--- src/rtl/dest_pipe_tracker_pkg.sv ---
// -----------------------------------------------------------------------------
// dest_pipe_tracker_pkg
// Shared pipeline definitions for the destination-register tracker:
//   REG_W          register-index width used by every Dest field
//   stage_entry_t  one pipeline slot {dest, wb_en, mem_r_en}
//   BUBBLE         empty slot (all fields zero)
//   make_entry()   packs ID-stage fields into a slot
// -----------------------------------------------------------------------------
package dest_pipe_tracker_pkg;

    localparam int REG_W = 4;

    typedef struct packed {
        logic [REG_W-1:0] dest;
        logic             wb_en;
        logic             mem_r_en;
    } stage_entry_t;

    localparam stage_entry_t BUBBLE = '{dest: '0, wb_en: 1'b0, mem_r_en: 1'b0};

    function automatic stage_entry_t make_entry(
        input logic [REG_W-1:0] dest,
        input logic             wb_en,
        input logic             mem_r_en
    );
        stage_entry_t e;
        e.dest     = dest;
        e.wb_en    = wb_en;
        e.mem_r_en = mem_r_en;
        return e;
    endfunction

endpackage

--- src/rtl/dest_pipe_tracker_if.sv ---
// -----------------------------------------------------------------------------
// dest_pipe_tracker_if
// Bundle between the pipeline control (master) and the tracker (slave).
//   master drives : ID_Dest, ID_WB_EN, ID_MEM_R_EN, Hazard, Flush, Freeze
//   slave drives  : EXE/MEM/WB_Dest, EXE/MEM/WB_WB_EN, EXE_MEM_R_EN,
//                   HZ_EXE_WB_EN, HZ_MEM_WB_EN, stall_cnt, flush_cnt
// Parameter CNT_W sets the performance-counter width.
// -----------------------------------------------------------------------------
interface dest_pipe_tracker_if
    import dest_pipe_tracker_pkg::*;
#(
    parameter int CNT_W = 16
);
    logic [REG_W-1:0] ID_Dest;
    logic             ID_WB_EN;
    logic             ID_MEM_R_EN;
    logic             Hazard;
    logic             Flush;
    logic             Freeze;

    logic [REG_W-1:0] EXE_Dest;
    logic [REG_W-1:0] MEM_Dest;
    logic [REG_W-1:0] WB_Dest;
    logic             EXE_WB_EN;
    logic             MEM_WB_EN;
    logic             WB_WB_EN;
    logic             EXE_MEM_R_EN;
    logic             HZ_EXE_WB_EN;
    logic             HZ_MEM_WB_EN;
    logic [CNT_W-1:0] stall_cnt;
    logic [CNT_W-1:0] flush_cnt;

    modport master (
        output ID_Dest, ID_WB_EN, ID_MEM_R_EN, Hazard, Flush, Freeze,
        input  EXE_Dest, MEM_Dest, WB_Dest, EXE_WB_EN, MEM_WB_EN, WB_WB_EN,
               EXE_MEM_R_EN, HZ_EXE_WB_EN, HZ_MEM_WB_EN, stall_cnt, flush_cnt
    );

    modport slave (
        input  ID_Dest, ID_WB_EN, ID_MEM_R_EN, Hazard, Flush, Freeze,
        output EXE_Dest, MEM_Dest, WB_Dest, EXE_WB_EN, MEM_WB_EN, WB_WB_EN,
               EXE_MEM_R_EN, HZ_EXE_WB_EN, HZ_MEM_WB_EN, stall_cnt, flush_cnt
    );

endinterface

--- src/rtl/dest_pipe_tracker_sat_counter.sv ---
// -----------------------------------------------------------------------------
// sat_counter
// Saturating up-counter; sticks at 2^CNT_W-1 instead of wrapping.
//   clk, rst_n  clock / async active-low reset (clears count)
//   enable      count this cycle
//   hold        freeze the count (overrides enable)
//   count       registered count value
// -----------------------------------------------------------------------------
module sat_counter #(
    parameter int CNT_W = 16
) (
    input  logic             clk,
    input  logic             rst_n,
    input  logic             enable,
    input  logic             hold,
    output logic [CNT_W-1:0] count
);

    localparam logic [CNT_W-1:0] CNT_MAX = '1;

    logic [CNT_W-1:0] count_q;
    logic [CNT_W-1:0] count_d;

    always_comb begin
        count_d = count_q;
        if (enable && !hold && (count_q != CNT_MAX)) begin
            count_d = count_q + 1'b1;
        end
    end

    always_ff @(posedge clk or negedge rst_n) begin
        if (!rst_n) begin
            count_q <= '0;
        end else begin
            count_q <= count_d;
        end
    end

    assign count = count_q;

endmodule

--- src/rtl/dest_pipe_tracker.sv ---
// -----------------------------------------------------------------------------
// dest_pipe_tracker
// Three-slot shift pipeline (EXE -> MEM -> WB) tracking the destination
// register and enables of in-flight instructions, plus saturating stall and
// flush counters.
//   clk     single clock, rising edge
//   rst_n   async active-low reset; clears all slots and counters
//   bus     dest_pipe_tracker_if.slave (ID inputs, stall controls, stage
//           outputs, hazard-unit enables, counters)
// Build option: define FWD_EN for forwarding-aware hazard enables
// (only a load in EXE is reported; MEM is never reported). True stage
// outputs and counters do not depend on FWD_EN.
// All outputs come straight from flops, including the hazard enables, which
// are computed from the next-state slots and registered alongside them.
// -----------------------------------------------------------------------------
module dest_pipe_tracker
    import dest_pipe_tracker_pkg::*;
#(
    parameter int CNT_W = 16
) (
    input  logic                 clk,
    input  logic                 rst_n,
    dest_pipe_tracker_if.slave   bus
);

    stage_entry_t exe_q, exe_d;
    stage_entry_t mem_q, mem_d;
    stage_entry_t wb_q,  wb_d;
    logic         hz_exe_q, hz_exe_d;
    logic         hz_mem_q, hz_mem_d;

    logic         stall_inc;
    logic         flush_inc;

    always_comb begin
        exe_d = exe_q;
        mem_d = mem_q;
        wb_d  = wb_q;
        if (!bus.Freeze) begin
            wb_d  = mem_q;
            mem_d = exe_q;
            // Flush and Hazard both squash the ID instruction into a bubble.
            if (bus.Hazard || bus.Flush) begin
                exe_d = BUBBLE;
            end else begin
                exe_d = make_entry(bus.ID_Dest, bus.ID_WB_EN, bus.ID_MEM_R_EN);
            end
        end
    end

    always_comb begin
`ifdef FWD_EN
        hz_exe_d = exe_d.wb_en & exe_d.mem_r_en;
        hz_mem_d = 1'b0;
`else
        hz_exe_d = exe_d.wb_en;
        hz_mem_d = mem_d.wb_en;
`endif
    end

    always_ff @(posedge clk or negedge rst_n) begin
        if (!rst_n) begin
            exe_q    <= BUBBLE;
            mem_q    <= BUBBLE;
            wb_q     <= BUBBLE;
            hz_exe_q <= 1'b0;
            hz_mem_q <= 1'b0;
        end else begin
            exe_q    <= exe_d;
            mem_q    <= mem_d;
            wb_q     <= wb_d;
            hz_exe_q <= hz_exe_d;
            hz_mem_q <= hz_mem_d;
        end
    end

    // A flush takes precedence: a cycle with both requests counts as a flush.
    assign stall_inc = bus.Hazard & ~bus.Flush;
    assign flush_inc = bus.Flush;

    sat_counter #(.CNT_W(CNT_W)) u_stall_cnt (
        .clk    (clk),
        .rst_n  (rst_n),
        .enable (stall_inc),
        .hold   (bus.Freeze),
        .count  (bus.stall_cnt)
    );

    sat_counter #(.CNT_W(CNT_W)) u_flush_cnt (
        .clk    (clk),
        .rst_n  (rst_n),
        .enable (flush_inc),
        .hold   (bus.Freeze),
        .count  (bus.flush_cnt)
    );

    assign bus.EXE_Dest     = exe_q.dest;
    assign bus.MEM_Dest     = mem_q.dest;
    assign bus.WB_Dest      = wb_q.dest;
    assign bus.EXE_WB_EN    = exe_q.wb_en;
    assign bus.MEM_WB_EN    = mem_q.wb_en;
    assign bus.WB_WB_EN     = wb_q.wb_en;
    assign bus.EXE_MEM_R_EN = exe_q.mem_r_en;
    assign bus.HZ_EXE_WB_EN = hz_exe_q;
    assign bus.HZ_MEM_WB_EN = hz_mem_q;

endmodule

--- src/flat_wrapper.sv ---
// flat-port wrapper written by rule: the top's interface ports become plain ports
module dest_pipe_tracker_flat import dest_pipe_tracker_pkg::*;
#(
    parameter int CNT_W = 16
)
  (clk, rst_n, bus_ID_Dest, bus_ID_WB_EN, bus_ID_MEM_R_EN, bus_Hazard, bus_Flush, bus_Freeze, bus_EXE_Dest, bus_MEM_Dest, bus_WB_Dest, bus_EXE_WB_EN, bus_MEM_WB_EN, bus_WB_WB_EN, bus_EXE_MEM_R_EN, bus_HZ_EXE_WB_EN, bus_HZ_MEM_WB_EN, bus_stall_cnt, bus_flush_cnt);
  dest_pipe_tracker_if #(.CNT_W(CNT_W)) bus_i ();
  input  logic clk;
  input  logic rst_n;
  input wire logic [$bits(bus_i.ID_Dest)-1:0] bus_ID_Dest;
  input wire logic [$bits(bus_i.ID_WB_EN)-1:0] bus_ID_WB_EN;
  input wire logic [$bits(bus_i.ID_MEM_R_EN)-1:0] bus_ID_MEM_R_EN;
  input wire logic [$bits(bus_i.Hazard)-1:0] bus_Hazard;
  input wire logic [$bits(bus_i.Flush)-1:0] bus_Flush;
  input wire logic [$bits(bus_i.Freeze)-1:0] bus_Freeze;
  output wire logic [$bits(bus_i.EXE_Dest)-1:0] bus_EXE_Dest;
  output wire logic [$bits(bus_i.MEM_Dest)-1:0] bus_MEM_Dest;
  output wire logic [$bits(bus_i.WB_Dest)-1:0] bus_WB_Dest;
  output wire logic [$bits(bus_i.EXE_WB_EN)-1:0] bus_EXE_WB_EN;
  output wire logic [$bits(bus_i.MEM_WB_EN)-1:0] bus_MEM_WB_EN;
  output wire logic [$bits(bus_i.WB_WB_EN)-1:0] bus_WB_WB_EN;
  output wire logic [$bits(bus_i.EXE_MEM_R_EN)-1:0] bus_EXE_MEM_R_EN;
  output wire logic [$bits(bus_i.HZ_EXE_WB_EN)-1:0] bus_HZ_EXE_WB_EN;
  output wire logic [$bits(bus_i.HZ_MEM_WB_EN)-1:0] bus_HZ_MEM_WB_EN;
  output wire logic [$bits(bus_i.stall_cnt)-1:0] bus_stall_cnt;
  output wire logic [$bits(bus_i.flush_cnt)-1:0] bus_flush_cnt;
  assign bus_i.ID_Dest = bus_ID_Dest;
  assign bus_i.ID_WB_EN = bus_ID_WB_EN;
  assign bus_i.ID_MEM_R_EN = bus_ID_MEM_R_EN;
  assign bus_i.Hazard = bus_Hazard;
  assign bus_i.Flush = bus_Flush;
  assign bus_i.Freeze = bus_Freeze;
  assign bus_EXE_Dest = bus_i.EXE_Dest;
  assign bus_MEM_Dest = bus_i.MEM_Dest;
  assign bus_WB_Dest = bus_i.WB_Dest;
  assign bus_EXE_WB_EN = bus_i.EXE_WB_EN;
  assign bus_MEM_WB_EN = bus_i.MEM_WB_EN;
  assign bus_WB_WB_EN = bus_i.WB_WB_EN;
  assign bus_EXE_MEM_R_EN = bus_i.EXE_MEM_R_EN;
  assign bus_HZ_EXE_WB_EN = bus_i.HZ_EXE_WB_EN;
  assign bus_HZ_MEM_WB_EN = bus_i.HZ_MEM_WB_EN;
  assign bus_stall_cnt = bus_i.stall_cnt;
  assign bus_flush_cnt = bus_i.flush_cnt;
  dest_pipe_tracker #(.CNT_W(CNT_W)) u_core (.clk(clk), .rst_n(rst_n), .bus(bus_i));
endmodule
--- config.mk ---
export PLATFORM = sky130hd
export DESIGN_NAME = dest_pipe_tracker_flat
export DESIGN_NICKNAME = d
export VERILOG_FILES = /design/src/rtl/dest_pipe_tracker_pkg.sv /design/src/rtl/dest_pipe_tracker_if.sv /design/src/rtl/dest_pipe_tracker_sat_counter.sv /design/src/rtl/dest_pipe_tracker.sv /design/src/flat_wrapper.sv
export SDC_FILE = /design/constraint.sdc
export NUM_CORES = 1
export LEC_CHECK = 0
export BUFFER_PORTS_ARGS = -buffer_cell sky130_fd_sc_hd__buf_4
export CORE_ASPECT_RATIO = 0.75
export CORE_MARGIN = 2
export CORE_UTILIZATION = 52
export CTS_CLUSTER_SIZE = 14
export DETAILED_ROUTE_END_ITERATION = 12
export GPL_TIMING_DRIVEN = 1
export PLACE_DENSITY = 0.81
export REMOVE_ABC_BUFFERS = 1
export SLEW_MARGIN = 20
export SYNTH_ARGS = -nofsm -noshare
export SYNTH_HDL_FRONTEND = slang
export SYNTH_SLANG_ARGS = --single-unit
--- constraint.sdc ---
create_clock -name clk -period 2.3 [get_ports clk]
set_clock_uncertainty 0.05 [all_clocks]
set_input_delay 0 -clock clk [delete_from_list [all_inputs] [get_ports clk]]
set_output_delay 0 -clock clk [all_outputs]
set_load 0.005 [all_outputs]
==> metrics.txt, run 1 <==
max_cap viols 0; crit path DAT 2.03 ns; M1 WL 2.20 mm; Power Total 2.21 mW; commonest cells in the synthesized netlist sky130_fd_sc_hd__dfrtp_1, sky130_fd_sc_hd__xor2_1, sky130_fd_sc_hd__nand2_1; critical path fanouts, max 9; leakage component of the power 1.51 nW; kind of launch point of the worst setup path flip-flop; Worst R2R Start u_core.u_flush_cnt.count[0]; overall via count from detail_route 1735; TNS Setup 0 ns; startpoint of the worst hold path bus_Hazard; synthesized instance count 197; DR pass1 iterations 4; via/cell ratio 5.35; final weighted congestion in routability-driven placement 0.822; post-synthesis instance area 2260 um^2; count of cells resized by post-cts repair 0; unrepaired setup endpoints after global routing no; CTS max path bufs 2; required time of the worst setup path 2.45 ns; clock-pin slew reported for the worst setup and hold paths after clock tree synthesis 0.09 ns; Vert. Die Dim 61.1 um; uppermost layer routed met4; Hold WC Path Type in -> reg; total inserted antenna cells 0; clock tree from TritonCTS yes; antenna violations before repair 0; Synth Flop Type sky130_fd_sc_hd__dfrtp_1; Synth Warn # 0; largest voltage drop on the vdd net 0.581 mV; top-count cell post-synth sky130_fd_sc_hd__dfrtp_1; async set-or-reset flop fraction in the synthesized netlist 100%; global-route wire length before repair 7.88 mm; top achievable clock speed 530 MHz; endpoints failing setup 0; worst setup path class reg -> reg; effective utilization at floorplan 55.1%; number of enable flip-flop cells after synthesis 0; largest net degree at the start of global routing 49; CTS Sinks 48; Avg Cell Area, Syn 11.5 um^2; final net count 281; area grow syn2layout 31.5%; Distinct cells, synth 38; Clock Root Buffer sky130_fd_sc_hd__clkbuf_8; IO Port Bufs 60; number of CTS-inserted buffers 5; final critical-path required period 1.89 ns; result of the run complete, no violations; post-detailed-route DRC marker count 0; post-CTS setup-driven buffer insertion count 0; share of the core filled with cells 72.5%; wire length reported by the detailed router 4.79 mm; DP HPWL 3.34 mm; worst rel slew slack 62.8%; routed len/inst 14.8 um; floorplan core area 4100 um^2; placed cell areas 2730 um^2; register bit total from synthesis 48; Clock Latency Late Sink 0.31 ns; worst setup path startpoint u_core.u_flush_cnt.count[0]; top area cells in the synthesized netlist sky130_fd_sc_hd__dfrtp_1, sky130_fd_sc_hd__xor2_1, sky130_fd_sc_hd__mux2_2, sky130_fd_sc_hd__nand2_1, sky130_fd_sc_hd__nand3_1; met2 layer wire length in the routed design 2.24 mm; overall die area 4900 um^2; H-tree depth reported by CTS 2; Synth area leader sky130_fd_sc_hd__dfrtp_1; fraction of final layout cells sized beyond drive strength 1 31.6%; DRT iter0 DRCs 92; via count of the first global-routing pass 1668; Routed met3 length 291 um; pre-CTS worst setup slack 0.440 ns; type of destination of the critical path flip-flop; ANT nets after route 0; Max Transition Viols Final 0; sequential share of the synthesized area 53.1%; area fraction of the dominant cell type after synthesis 53.1%; Std-Cell Rows 20; horizontal die dimension 80.2 um; combined global-route utilization of all metal layers 21.5%; setup slack of the critical path after layout 0.415 ns; IO Count 61; Design Area, Final 2980 um^2; remaining global-route overflow 0; number of failing hold endpoints at the final stage 0; Worst-Margin Slew 0.558 ns; part of the cycle the worst path needs 82.0%; Pwr per Cell Area 743 nW/um^2
[layout make-up]
cell class / count / area, um^2
sequential: 48 / 1200
fill: 325 / 1130
multi-input combinational: 140 / 1010
timing repair buffer: 72 / 571
clock buffer: 6 / 82.6
tap: 55 / 68.8
clock inverter: 2 / 38.8
inverter: 1 / 3.75
[cells in the final DEF, fill, tap and decap left out, drive strengths merged, types with 9 or more instances in the layout]
cell	count
nand3	10
dlygate4sd3	12
nand4	9
dfrtp	48
mux2	14
xor2	23
nand2	22
o21ai	9
buf	60
[worst max-delay path: stages (launching register included)]
cell and delay, ns:
sky130_fd_sc_hd__dfrtp_1 0.43, sky130_fd_sc_hd__ha_1 0.26, sky130_fd_sc_hd__and3_1 0.15, sky130_fd_sc_hd__and4bb_1 0.31, sky130_fd_sc_hd__nor2_1 0.22, sky130_fd_sc_hd__mux2_1 0.35
[state kept, by name, indices dropped and copies added (netlist names)]
register                  count
u_core.bus.EXE_MEM_R_EN       1
u_core.bus.EXE_Dest           4
u_core.bus.WB_Dest            4
u_core.u_flush_cnt.count     16
u_core.bus.WB_WB_EN           1
u_core.bus.MEM_WB_EN          1
u_core.bus.MEM_Dest           4
u_core.u_stall_cnt.count     16
u_core.bus.EXE_WB_EN          1
[per-layer routing]
layer / GRT usage, % / vias to the layer above
li1: - / 841
met1: 28.7 / 834
met2: 34.5 / 53
met3: 5.87 / 7
met4: 7.99 / 0
met5: 0 / -
[where the power goes]
group | internal (mW) | switching (mW) | total [mW] | leakage, nW
sequential | 0.961 | 0.160 | 1.12 | 0.638
combinational | 0.267 | 0.188 | 0.455 | 0.812
clock | 0.355 | 0.279 | 0.635 | 0.0614
[stage by stage]
stage	instances	hold slack, ns
3_3_place_gp	304	-0.00826
2_1_floorplan	189	-0.346
6_report	324	0.0221
4_1_cts	324	0.00763
3_5_place_dp	304	-0.00816
5_1_grt	324	0.0512
[final timing paths]
path	end	slack, ns	cells after the start
max	u_core.u_flush_cnt.count[1]	0.41	5
min	u_core.bus.EXE_WB_EN	0.02	4
max reg2reg	u_core.u_flush_cnt.count[1]	0.41	5
min reg2reg	u_core.u_flush_cnt.count[15]	0.47	1
max in group asynchronous	u_core.u_stall_cnt.count[14]	1.63	2
min in group asynchronous	u_core.bus.EXE_MEM_R_EN	0.18	2
[logic make-up after synthesis]
group,after synthesis,share of synthesized area (%)
and+or+nand+nor,79,20.7
DFF,48,53.1
xor gates and xnor gates,25,9.68
AOI/OAI and AO/OA,20,6.19
muxes,14,6.97
buffers and inverters,9,2.27
adders and majority gates,2,1.11
[what timing repair did]
item	CTS	global route
setup endpoints to repair	0	0
hold buffers	12	0
endpoints found under the hold margin	54	0
Power figures use the tool's default switching activity.
==> inputs of run 2 (changes only) <==
Settings changed: CORE_UTILIZATION 52 to 47, PLACE_DENSITY 0.81 to 0.77.
Clock period 2.3 ns to 1.55 ns, I/O delays scaled along.
==> metrics.txt, run 2 (synthesized netlist as in run 1, its figures left out) <==
floorplan core area 4550 um^2; number of failing hold endpoints at the final stage 0; final net count 335; post-detailed-route DRC marker count 0; endpoints failing setup 5; leakage component of the power 1.77 nW; failing checks setup timing; combined global-route utilization of all metal layers 23.4%; worst rel slew slack 60.6%; Std-Cell Rows 21; DR pass1 iterations 5; Reg-to-Reg End u_core.u_flush_cnt.count[1]; largest net degree at the start of global routing 49; remaining global-route overflow 0; result of the run finished, violations left; largest voltage drop on the vdd net 0.731 mV; CTS max path bufs 2; Worst R2R Start u_core.u_flush_cnt.count[15]; kind of launch point of the worst setup path flip-flop; final weighted congestion in routability-driven placement 0.851; CTS Sinks 48; Max Transition Viols Final 0; buffer and inverter count on the worst path 0; final critical-path required period 1.62 ns; hold endpoint u_core.bus.EXE_Dest[2]; Worst Reg2Reg Path Length in Cells 4; effective utilization at floorplan 49.8%; overall via count from detail_route 2047; antenna violations before repair 0; fraction of final layout cells sized beyond drive strength 1 51.2%; total inserted antenna cells 0; ANT nets after route 0; global-route wire length before repair 9.82 mm; pre-CTS worst setup slack -0.158 ns; via count of the first global-routing pass 2049; Vert. Die Dim 64.1 um; clock-pin slew reported for the worst setup and hold paths after clock tree synthesis 0.08 ns; Hold WC Path Type in -> reg; unrepaired setup endpoints after global routing yes; overall die area 5390 um^2; Pwr per Cell Area 1000 nW/um^2; IO Count 61; area grow syn2layout 52.7%; crit path DAT 1.76 ns; horizontal die dimension 84.1 um; max_cap viols 0; critical path's slowest cell sky130_fd_sc_hd__and4bb_4; reg-to-reg setup timing slack -0.07 ns; leading cell type in the layout, fill and taps excluded sky130_fd_sc_hd__buf_4; routed len/inst 16.0 um; commonest cells after routing, fill and taps aside sky130_fd_sc_hd__buf_4, sky130_fd_sc_hd__dfrtp_1, sky130_fd_sc_hd__xor2_1; number of CTS-inserted buffers 5; DP HPWL 3.94 mm; H-tree depth reported by CTS 2; startpoint of the worst hold path bus_Hazard; top achievable clock speed 616 MHz; part of the cycle the worst path needs 105%; clock tree from TritonCTS yes; WHS Path Cells 4; Worst-Margin Slew 0.591 ns; worst slack on hold paths 0.0123 ns; Clock Latency Late Sink 0.30 ns; setup slack of the critical path after layout -0.0724 ns; DRT iter0 DRCs 130; critical path fanouts, max 5; IO Port Bufs 60; wire length reported by the detailed router 6.08 mm; Clock Root Buffer sky130_fd_sc_hd__clkbuf_8; type of destination of the critical path flip-flop; via/cell ratio 5.40; worst setup path class reg -> reg; required time of the worst setup path 1.69 ns; largest stage delay on the critical path 0.51 ns; kind of cell adding the most delay to the critical path simple AND/OR/NAND/NOR gates; Critical Path, Cell by Cell nand4_1, and4bb_4, nor2_4, mux2_4
==> run 2: changes by cell type in the layout (fill, tap and decap cells not counted), sizes merged <==
cell         delta
and4bb          +1
dlygate4sd3     -3
buf            +56
bufinv          -1
==> run 2: repair_timing <==
action                                 4_1_cts  5_1_grt
hold buffers                                 9        0
pin swaps                                    5       14
gates cloned                                 1        0
setup endpoints to repair                   13       19
endpoints found under the hold margin       54        0
buffers inserted                             6        7
gates resized for setup                     17       11
==> run 2: cell type report <==
cell class	instances	area, um^2
Sequential cell	48	1200
Multi-Input combinational cell	141	1140
Fill cell	306	1090
Timing Repair Buffer	125	961
Clock buffer	6	72.6
Tap cell	57	71.3
Clock inverter	1	5.00
Inverter	1	3.75
==> run 2: stage by stage <==
stage / utilization [%] / setup TNS [ns] / power [mW] / instances / area (um^2)
after global placement: 67.6 / -0.290 / 2.58 / 351 / 3070
after floorplan: - / -0.432 / 1.91 / 189 / 2210
after CTS: 74.0 / -0.0932 / 3.43 / 373 / 3360
final: 76.0 / -0.202 / 3.46 / 379 / 3450
after global routing: 76.0 / -1.01 / 3.65 / 379 / 3450
after detailed placement: 67.6 / -0.766 / 2.62 / 351 / 3070
==> run 2: worst reg2reg max path, stage by stage, from the launching register on <==
cell and delay [ns]:
sky130_fd_sc_hd__dfrtp_1 0.36, sky130_fd_sc_hd__nand4_1 0.24, sky130_fd_sc_hd__and4bb_4 0.52, sky130_fd_sc_hd__nor2_4 0.05, sky130_fd_sc_hd__mux2_4 0.30
==> run 2: worst max-delay path by stage <==
| stage | from | to | depth (start not counted) | slack, ns |
|---|---|---|---|---|
| 2_1_floorplan | u_core.u_flush_cnt.count[0] | u_core.u_flush_cnt.count[1] | 5 | -0.17 |
| 3_3_place_gp | u_core.u_flush_cnt.count[0] | u_core.u_flush_cnt.count[1] | 5 | -0.11 |
| 3_5_place_dp | u_core.u_flush_cnt.count[0] | u_core.u_flush_cnt.count[1] | 5 | -0.16 |
| 4_1_cts | u_core.u_flush_cnt.count[4] | u_core.u_flush_cnt.count[9] | 5 | -0.04 |
| 5_1_grt | u_core.u_flush_cnt.count[9] | u_core.u_flush_cnt.count[1] | 4 | -0.14 |
| 6_report | u_core.u_flush_cnt.count[15] | u_core.u_flush_cnt.count[1] | 4 | -0.07 |
==> run 2: metal layers <==
layer / GRT usage (%) / share of wire (%) / vias up
li1: - / - / 954
met2: 38.0 / 46 / 92
met4: 8.87 / 2.0 / 0
met3: 7.11 / 7.7 / 14
met1: 29.7 / 44 / 987
met5: 0 / 0 / -
==> run 2: where the power goes <==
part	switching, mW	internal (mW)	leakage (nW)
clock	0.399	0.307	0.0410
combinational	0.526	0.672	1.09
sequential	0.133	1.43	0.638
total	1.06	2.41	1.77
